$ cat src/rtl/capa_transaccion_param.sv
// capa_transaccion_param: parametrised transaction layer.
// Packets enter one entry queue, are sorted by class into N class queues (stage 1), and a
// round-robin arbiter forwards class-queue heads by destination into N output queues (stage 2).
// Also holds the threshold-programming FSM, per-port packet counters and the upstream
// full/overflow handshake.
// Ports:
//   clk, reset (async, active-low)
//   init, umbral_bajo, umbral_alto : threshold programming
//   in_data, push, in_full, overflow : entry side
//   pop, out_data, out_empty, out_almost_empty : N show-ahead output queues
//   req, idx, cnt_data, cnt_valid : counter read port (idx == N selects entry pushes)
//   idle : FSM is in IDLE
module capa_transaccion_param #(
  parameter int unsigned DATA_W = 12,
  parameter int unsigned N      = 4,
  parameter int unsigned DEPTH  = 8,
  parameter int unsigned CNT_W  = 5,
  localparam int unsigned CW    = $clog2(N),
  localparam int unsigned AW    = $clog2(DEPTH),
  localparam int unsigned IW    = $clog2(N + 1)
) (
  input  logic                  clk,
  input  logic                  reset,
  input  logic                  init,
  input  logic [AW:0]           umbral_bajo,
  input  logic [AW:0]           umbral_alto,
  input  logic [DATA_W-1:0]     in_data,
  input  logic                  push,
  output logic                  in_full,
  output logic                  overflow,
  input  logic [N-1:0]          pop,
  output logic [N*DATA_W-1:0]   out_data,
  output logic [N-1:0]          out_empty,
  output logic [N-1:0]          out_almost_empty,
  input  logic                  req,
  input  logic [IW-1:0]         idx,
  output logic [CNT_W-1:0]      cnt_data,
  output logic                  cnt_valid,
  output logic                  idle
);

  // Queue map: 0 = entry, 1..N = class queues, N+1..2N = output queues.
  localparam int unsigned Q  = 2 * N + 1;
  localparam int unsigned OB = N + 1;

  typedef enum logic [1:0] {StReset, StInit, StIdle, StActive} state_e;

  state_e                 state_q;
  logic [DATA_W-1:0]      mem_q    [Q][DEPTH];
  logic [AW-1:0]          rd_ptr_q [Q];
  logic [AW-1:0]          wr_ptr_q [Q];
  logic [AW:0]            count_q  [Q];
  logic [AW:0]            count_d  [Q];
  logic [DATA_W-1:0]      head     [Q];
  logic [DATA_W-1:0]      q_wdata  [Q];
  logic [Q-1:0]           q_empty, q_full, q_block, q_push, q_pop;

  logic [AW:0]            alto_q, bajo_q;
  logic [CNT_W-1:0]       pkt_cnt_q [N+1];
  logic [CNT_W-1:0]       cnt_data_q;
  logic                   cnt_valid_q, overflow_q, idle_q;
  logic [CW-1:0]          rr_q;

  logic                   xfer_en, grant, any_next;
  logic [CW-1:0]          win, rr_j;
  logic [N-1:0]           cand;
  logic [DATA_W-1:0]      s2_data;

  assign xfer_en = (state_q == StIdle) || (state_q == StActive);

  // Per-queue status; "blocked" covers both almost-full and a hard full in case the
  // programmed threshold exceeds the depth.
  always_comb begin
    for (int q = 0; q < Q; q++) begin
      head[q]    = mem_q[q][rd_ptr_q[q]];
      q_empty[q] = (count_q[q] == '0);
      q_full[q]  = (count_q[q] == (AW+1)'(DEPTH));
      q_block[q] = q_full[q] || (count_q[q] >= alto_q);
    end
  end

  // Stage-2 candidates and round-robin pick starting at rr_q.
  always_comb begin
    cand  = '0;
    grant = 1'b0;
    win   = '0;
    rr_j  = '0;
    for (int i = 0; i < N; i++) begin
      cand[i] = !q_empty[1+i];
      for (int d = 0; d < N; d++) begin
        if (head[1+i][DATA_W-CW-1 -: CW] == CW'(d) && q_block[OB+d]) cand[i] = 1'b0;
      end
    end
    for (int off = 0; off < N; off++) begin
      rr_j = rr_q + CW'(off);
      if (!grant && cand[rr_j]) begin
        grant = 1'b1;
        win   = rr_j;
      end
    end
  end

  // Push/pop decode for every queue.
  always_comb begin
    q_push  = '0;
    q_pop   = '0;
    s2_data = '0;
    for (int q = 0; q < Q; q++) q_wdata[q] = '0;

    q_push[0]  = push && !q_full[0];
    q_wdata[0] = in_data;

    for (int i = 0; i < N; i++) begin
      if (xfer_en && !q_empty[0] && head[0][DATA_W-1 -: CW] == CW'(i) && !q_block[1+i]) begin
        q_pop[0]     = 1'b1;
        q_push[1+i]  = 1'b1;
        q_wdata[1+i] = head[0];
      end
    end

    if (xfer_en && grant) begin
      for (int i = 0; i < N; i++) begin
        if (win == CW'(i)) begin
          q_pop[1+i] = 1'b1;
          s2_data    = head[1+i];
        end
      end
      for (int d = 0; d < N; d++) begin
        if (s2_data[DATA_W-CW-1 -: CW] == CW'(d)) begin
          q_push[OB+d]  = 1'b1;
          q_wdata[OB+d] = s2_data;
        end
      end
    end

    for (int i = 0; i < N; i++) begin
      if (pop[i] && !q_empty[OB+i]) q_pop[OB+i] = 1'b1;
    end
  end

  always_comb begin
    any_next = 1'b0;
    for (int q = 0; q < Q; q++) begin
      count_d[q] = count_q[q];
      if (q_push[q] && !q_pop[q])      count_d[q] = count_q[q] + 1'b1;
      else if (q_pop[q] && !q_push[q]) count_d[q] = count_q[q] - 1'b1;
      if (count_d[q] != '0) any_next = 1'b1;
    end
  end

  // Storage needs no reset: an empty queue never exposes its contents.
  always_ff @(posedge clk) begin
    for (int q = 0; q < Q; q++) begin
      if (q_push[q]) mem_q[q][wr_ptr_q[q]] <= q_wdata[q];
    end
  end

  always_ff @(posedge clk or negedge reset) begin
    if (!reset) begin
      for (int q = 0; q < Q; q++) begin
        rd_ptr_q[q] <= '0;
        wr_ptr_q[q] <= '0;
        count_q[q]  <= '0;
      end
    end else begin
      for (int q = 0; q < Q; q++) begin
        if (q_push[q]) wr_ptr_q[q] <= wr_ptr_q[q] + 1'b1;
        if (q_pop[q])  rd_ptr_q[q] <= rd_ptr_q[q] + 1'b1;
        count_q[q] <= count_d[q];
      end
    end
  end

  // Control FSM with thresholds, counters, arbiter pointer and registered outputs.
  always_ff @(posedge clk or negedge reset) begin
    if (!reset) begin
      state_q     <= StReset;
      alto_q      <= (AW+1)'(DEPTH - 1);
      bajo_q      <= (AW+1)'(1);
      overflow_q  <= 1'b0;
      cnt_data_q  <= '0;
      cnt_valid_q <= 1'b0;
      idle_q      <= 1'b0;
      rr_q        <= '0;
      for (int i = 0; i <= N; i++) pkt_cnt_q[i] <= '0;
    end else begin
      cnt_valid_q <= 1'b0;
      for (int i = 0; i <= N; i++) begin
        if (req && idx == IW'(i)) begin
          cnt_valid_q <= 1'b1;
          cnt_data_q  <= pkt_cnt_q[i];
        end
      end

      if (q_push[0]) pkt_cnt_q[N] <= pkt_cnt_q[N] + 1'b1;
      for (int d = 0; d < N; d++) begin
        if (q_push[OB+d]) pkt_cnt_q[d] <= pkt_cnt_q[d] + 1'b1;
      end

      if (xfer_en && grant) rr_q <= win + CW'(1);

      unique case (state_q)
        StReset: begin
          idle_q <= 1'b0;
          if (init) state_q <= StInit;
        end
        StInit: begin
          alto_q     <= umbral_alto;
          bajo_q     <= umbral_bajo;
          overflow_q <= 1'b0;
          for (int i = 0; i <= N; i++) pkt_cnt_q[i] <= '0;
          if (!init) begin
            state_q <= StIdle;
            idle_q  <= 1'b1;
          end
        end
        StIdle, StActive: begin
          if (init) begin
            state_q <= StInit;
            idle_q  <= 1'b0;
          end else if (any_next) begin
            state_q <= StActive;
            idle_q  <= 1'b0;
          end else begin
            state_q <= StIdle;
            idle_q  <= 1'b1;
          end
        end
        default: state_q <= StReset;
      endcase

      // A dropped push is recorded even while INIT is clearing the flag.
      if (push && q_full[0]) overflow_q <= 1'b1;
    end
  end

  always_comb begin
    out_data = '0;
    for (int i = 0; i < N; i++) begin
      out_data[i*DATA_W +: DATA_W] = q_empty[OB+i] ? '0 : head[OB+i];
      out_empty[i]                 = q_empty[OB+i];
      out_almost_empty[i]          = (count_q[OB+i] <= bajo_q);
    end
  end

  assign in_full   = q_full[0];
  assign overflow  = overflow_q;
  assign cnt_data  = cnt_data_q;
  assign cnt_valid = cnt_valid_q;
  assign idle      = idle_q;

endmodule
$ cat config.mk
export PLATFORM = sky130hd
export DESIGN_NAME = capa_transaccion_param
export DESIGN_NICKNAME = d
export VERILOG_FILES = /design/src/rtl/capa_transaccion_param.sv
export SDC_FILE = /design/constraint.sdc
export NUM_CORES = 1
export LEC_CHECK = 0
export ABC_AREA = 0
export CAP_MARGIN = 10
export CORE_ASPECT_RATIO = 0.9
export CORE_MARGIN = 2
export CORE_UTILIZATION = 56
export CTS_CLUSTER_SIZE = 14
export DETAILED_ROUTE_END_ITERATION = 7
export PLACE_DENSITY_LB_ADDON = 0.08
export SLEW_MARGIN = 20
export SYNTH_ARGS = -nofsm -noshare
export SYNTH_HDL_FRONTEND = slang
export SYNTH_SLANG_ARGS = --single-unit
$ cat constraint.sdc
create_clock -name clk -period 5.74 [get_ports clk]
set_input_delay 0.861 -clock clk [delete_from_list [all_inputs] [get_ports clk]]
set_output_delay 0.861 -clock clk [all_outputs]
set_load 0.02 [all_outputs]
==> out/results.tsv <==
metric	value	unit
first-pass iteration count of the detailed router	6	
register area share after synthesis	0.690	
R2R cell count	22	
Clock Skews	0.0274	ns
drt initial violations	2093	
GR Util All Layers	0.247	
first-pass GRT wire length	143	mm
final hold slack	0.299	ns
row count	95	
area grow syn2layout	15.7	%
Post-synth EDFFs	856	
post-synthesis adder-cell area fraction	0.0278	
Skew-Pair Late Insertion Delay	0.66	ns
antenna viol nets, final	0	
largest net degree at the start of global routing	83	
Final Setup Violations	0	
RSZ-0062 raised after global routing	false	
met2 Resource Use GR	0.398	
synthesized area per cell	17.1	um^2
post-layout min period	5.42	ns
Seq cells post-synth	991	
Post-Synth XOR/XNOR Area	0.0195	
Clock Tree Root	clkbuf_16	
drt wl/cell	24.6	um
GPL Wtd Cong	0.902	
M1 GR Usage	0.357	
asr flop ratio synth	0.136	
register area	0.0291	mm^2
Synth warnings	0	
final wirelength	93.6	mm
CP Capture Type	flip-flop	
commonest cells in the netlist	edfxtp_1, mux4_2, nor2_1, nand2_1, dfrtp_1	
CTS Buffer Depth	3	
Core ar.	0.0746	mm^2
Tcrit/Tclk final	0.944	
CTS tree	yes	
area of the multi-input gates	0.0129	mm^2
simple-gate portion of the synthesized area	0.0607	
Clock Sink Count	991	
DRC Markers	0	
compound-gate portion of the synthesized area	0.0337	
total die area	0.0775	mm^2
Most used DFF post-synth	edfxtp_1	
distinct cell type count after synthesis	77	
total grt overflow	0	
number of port buffers	96	
most frequent cell after synthesis	edfxtp_1	
initial core utilization	0.565	
Final Hold Viols	0	
ANT cells	0	
Die W	293	um
Die H	264	um
maxcap violations	0	
vias in the first global route	23129	
crit path kind	flip-flop to flip-flop	
status	complete, no violations	
Fillers	5218	
PnR worst setup slack	0.320	ns
H-tree Lvls	3	
antenna violations before repair	2	
hold_buf cts	0	
Nets	2872	
worst-path maximum fanout	15	
Worst EP arrival	5.96	ns
Hold Path Class	input port to asynchronous set/reset pin	
synthesized cell area	0.0422	mm^2
Top Usage Layer GRT	met2	
fin. max-slew vios	0	
share of cells above drive strength 1	0.224	
Yosys top cell by area	edfxtp_1	
via count	22713	
slew margin rel.	0.228	
Least-Margin Pin Slew	1.13	ns
Critical Path Start Type	flip-flop	
largest cells by area after synthesis	edfxtp_1, mux4_2, dfrtp_1	
mux contribution to synthesized area	0.151	
met3 GRT Util	0.0373	
hpwl dp	62.8	mm
top cell type's share of synthesized area	0.610	
FMAX	185	MHz
Mapped Cells	2467	
Num CTS Buffers	98	
IO Count	97	
Worst EP required	6.28	ns
worst slack, placed	0.0183	ns
largest family of logic cells by synthesized area	multiplexers	
Reg clk slew, reported paths	0.06	ns
Vias per Instance	5.98	
==> worst max-delay path, cell delays in order (launching register included) <==
cell and delay (ns):
dfstp_2 0.51, inv_1 0.15, ha_1 0.34, a21oi_1 0.13, o21ai_0 0.16, a21oi_1 0.25
a21oi_1 0.14, a221oi_4 0.30, buf_6 0.27, mux2i_1 0.12, o221ai_2 0.24, inv_1 0.13
ha_1 0.31, nor2_1 0.27, o221ai_1 0.24, nand2_1 0.15, and3b_1 0.23, o31ai_4 0.15
or4_1 0.49, o211a_1 0.14, nor3_2 0.19, and4bb_1 0.28, a31oi_1 0.09
==> registers in the layout, summed over array words and instances (netlist names) <==
name       count
mem_q        856
count_q       36
rd_ptr_q      27
wr_ptr_q      27
pkt_cnt_q     25
cnt_data       5
alto_q         4
bajo_q         4
rr_q           2
state_q        2
cnt_valid      1
idle           1
overflow       1
==> worst paths after layout <==
check	startpoint	end	slack (ns)
max	alto_q[2]	state_q[0]	0.32
min	reset	rd_ptr_q[5]	0.30
max reg2reg	alto_q[2]	state_q[0]	0.32
min reg2reg	state_q[0]	state_q[1]	0.51
max in group asynchronous	reset	rd_ptr_q[7]	4.11
min in group clk	state_q[0]	state_q[1]	0.51
==> cell usage in the layout (no fill, tap or decap), types with 18 or more instances in the layout <==
cell               n
dfrtp_1          129
nor3_1            24
clkinv_2          21
nand2b_1          20
clkdlybuf4s50_1   95
mux2i_1          115
clkbuf_16        100
ha_1              92
clkbuf_1          27
xor2_1            29
buf_4            150
nor2b_1           23
nand2_1          147
mux2_2            33
nor2_1           199
edfxtp_1         856
inv_1             49
mux4_2           214
nand4_1           18
xnor2_1           65
a21oi_1           49
conb_1            64
o21ai_0           40
==> cells by family (layout without fill, tap and decap cells) <==
group	Yosys count	in the layout
fa+ha+maj	94	94
mux	364	364
buf+inv	184	485
other cells	1	64
xor+xnor	94	94
flops	991	991
compound gates	198	198
simple gates	541	541
==> area by class of cell <==
cell class	instances	area share
Clock inverter	47	0.00965
Timing Repair Buffer	247	0.0431
Multi-Input combinational cell	1355	0.265
Tap cell	970	0.0249
Inverter	54	0.00416
Sequential cell	991	0.597
Clock buffer	137	0.0562
==> per-layer routing <==
metal	part of all wire	routed length (um)	vias up
met3	0.051	4760	119
met1	0.43	40400	11785
met4	0.024	2200	2
met5	0.00017	16	-
li1	-	-	10170
met2	0.49	46200	637
==> what timing repair did <==
action / 4_1_cts / 5_1_grt
setup endpoints to repair: 0 / 544
buffers inserted: 0 / 2
resized for setup: 0 / 12
==> per-stage QoR <==
step                      cells  utilization  cell area (um^2)  setup TNS, ns
after CTS                  3799        0.652             48700              0
after floorplan            2530            -             42500          -6.94
after global routing       3801        0.653             48800              0
after global placement     3615        0.609             45500              0
after detailed placement   3615        0.609             45500              0
final                      3801        0.653             48800              0
Power is not shown: default switching activity piles up to over one toggle a cycle in this logic, so the estimate is an artifact.
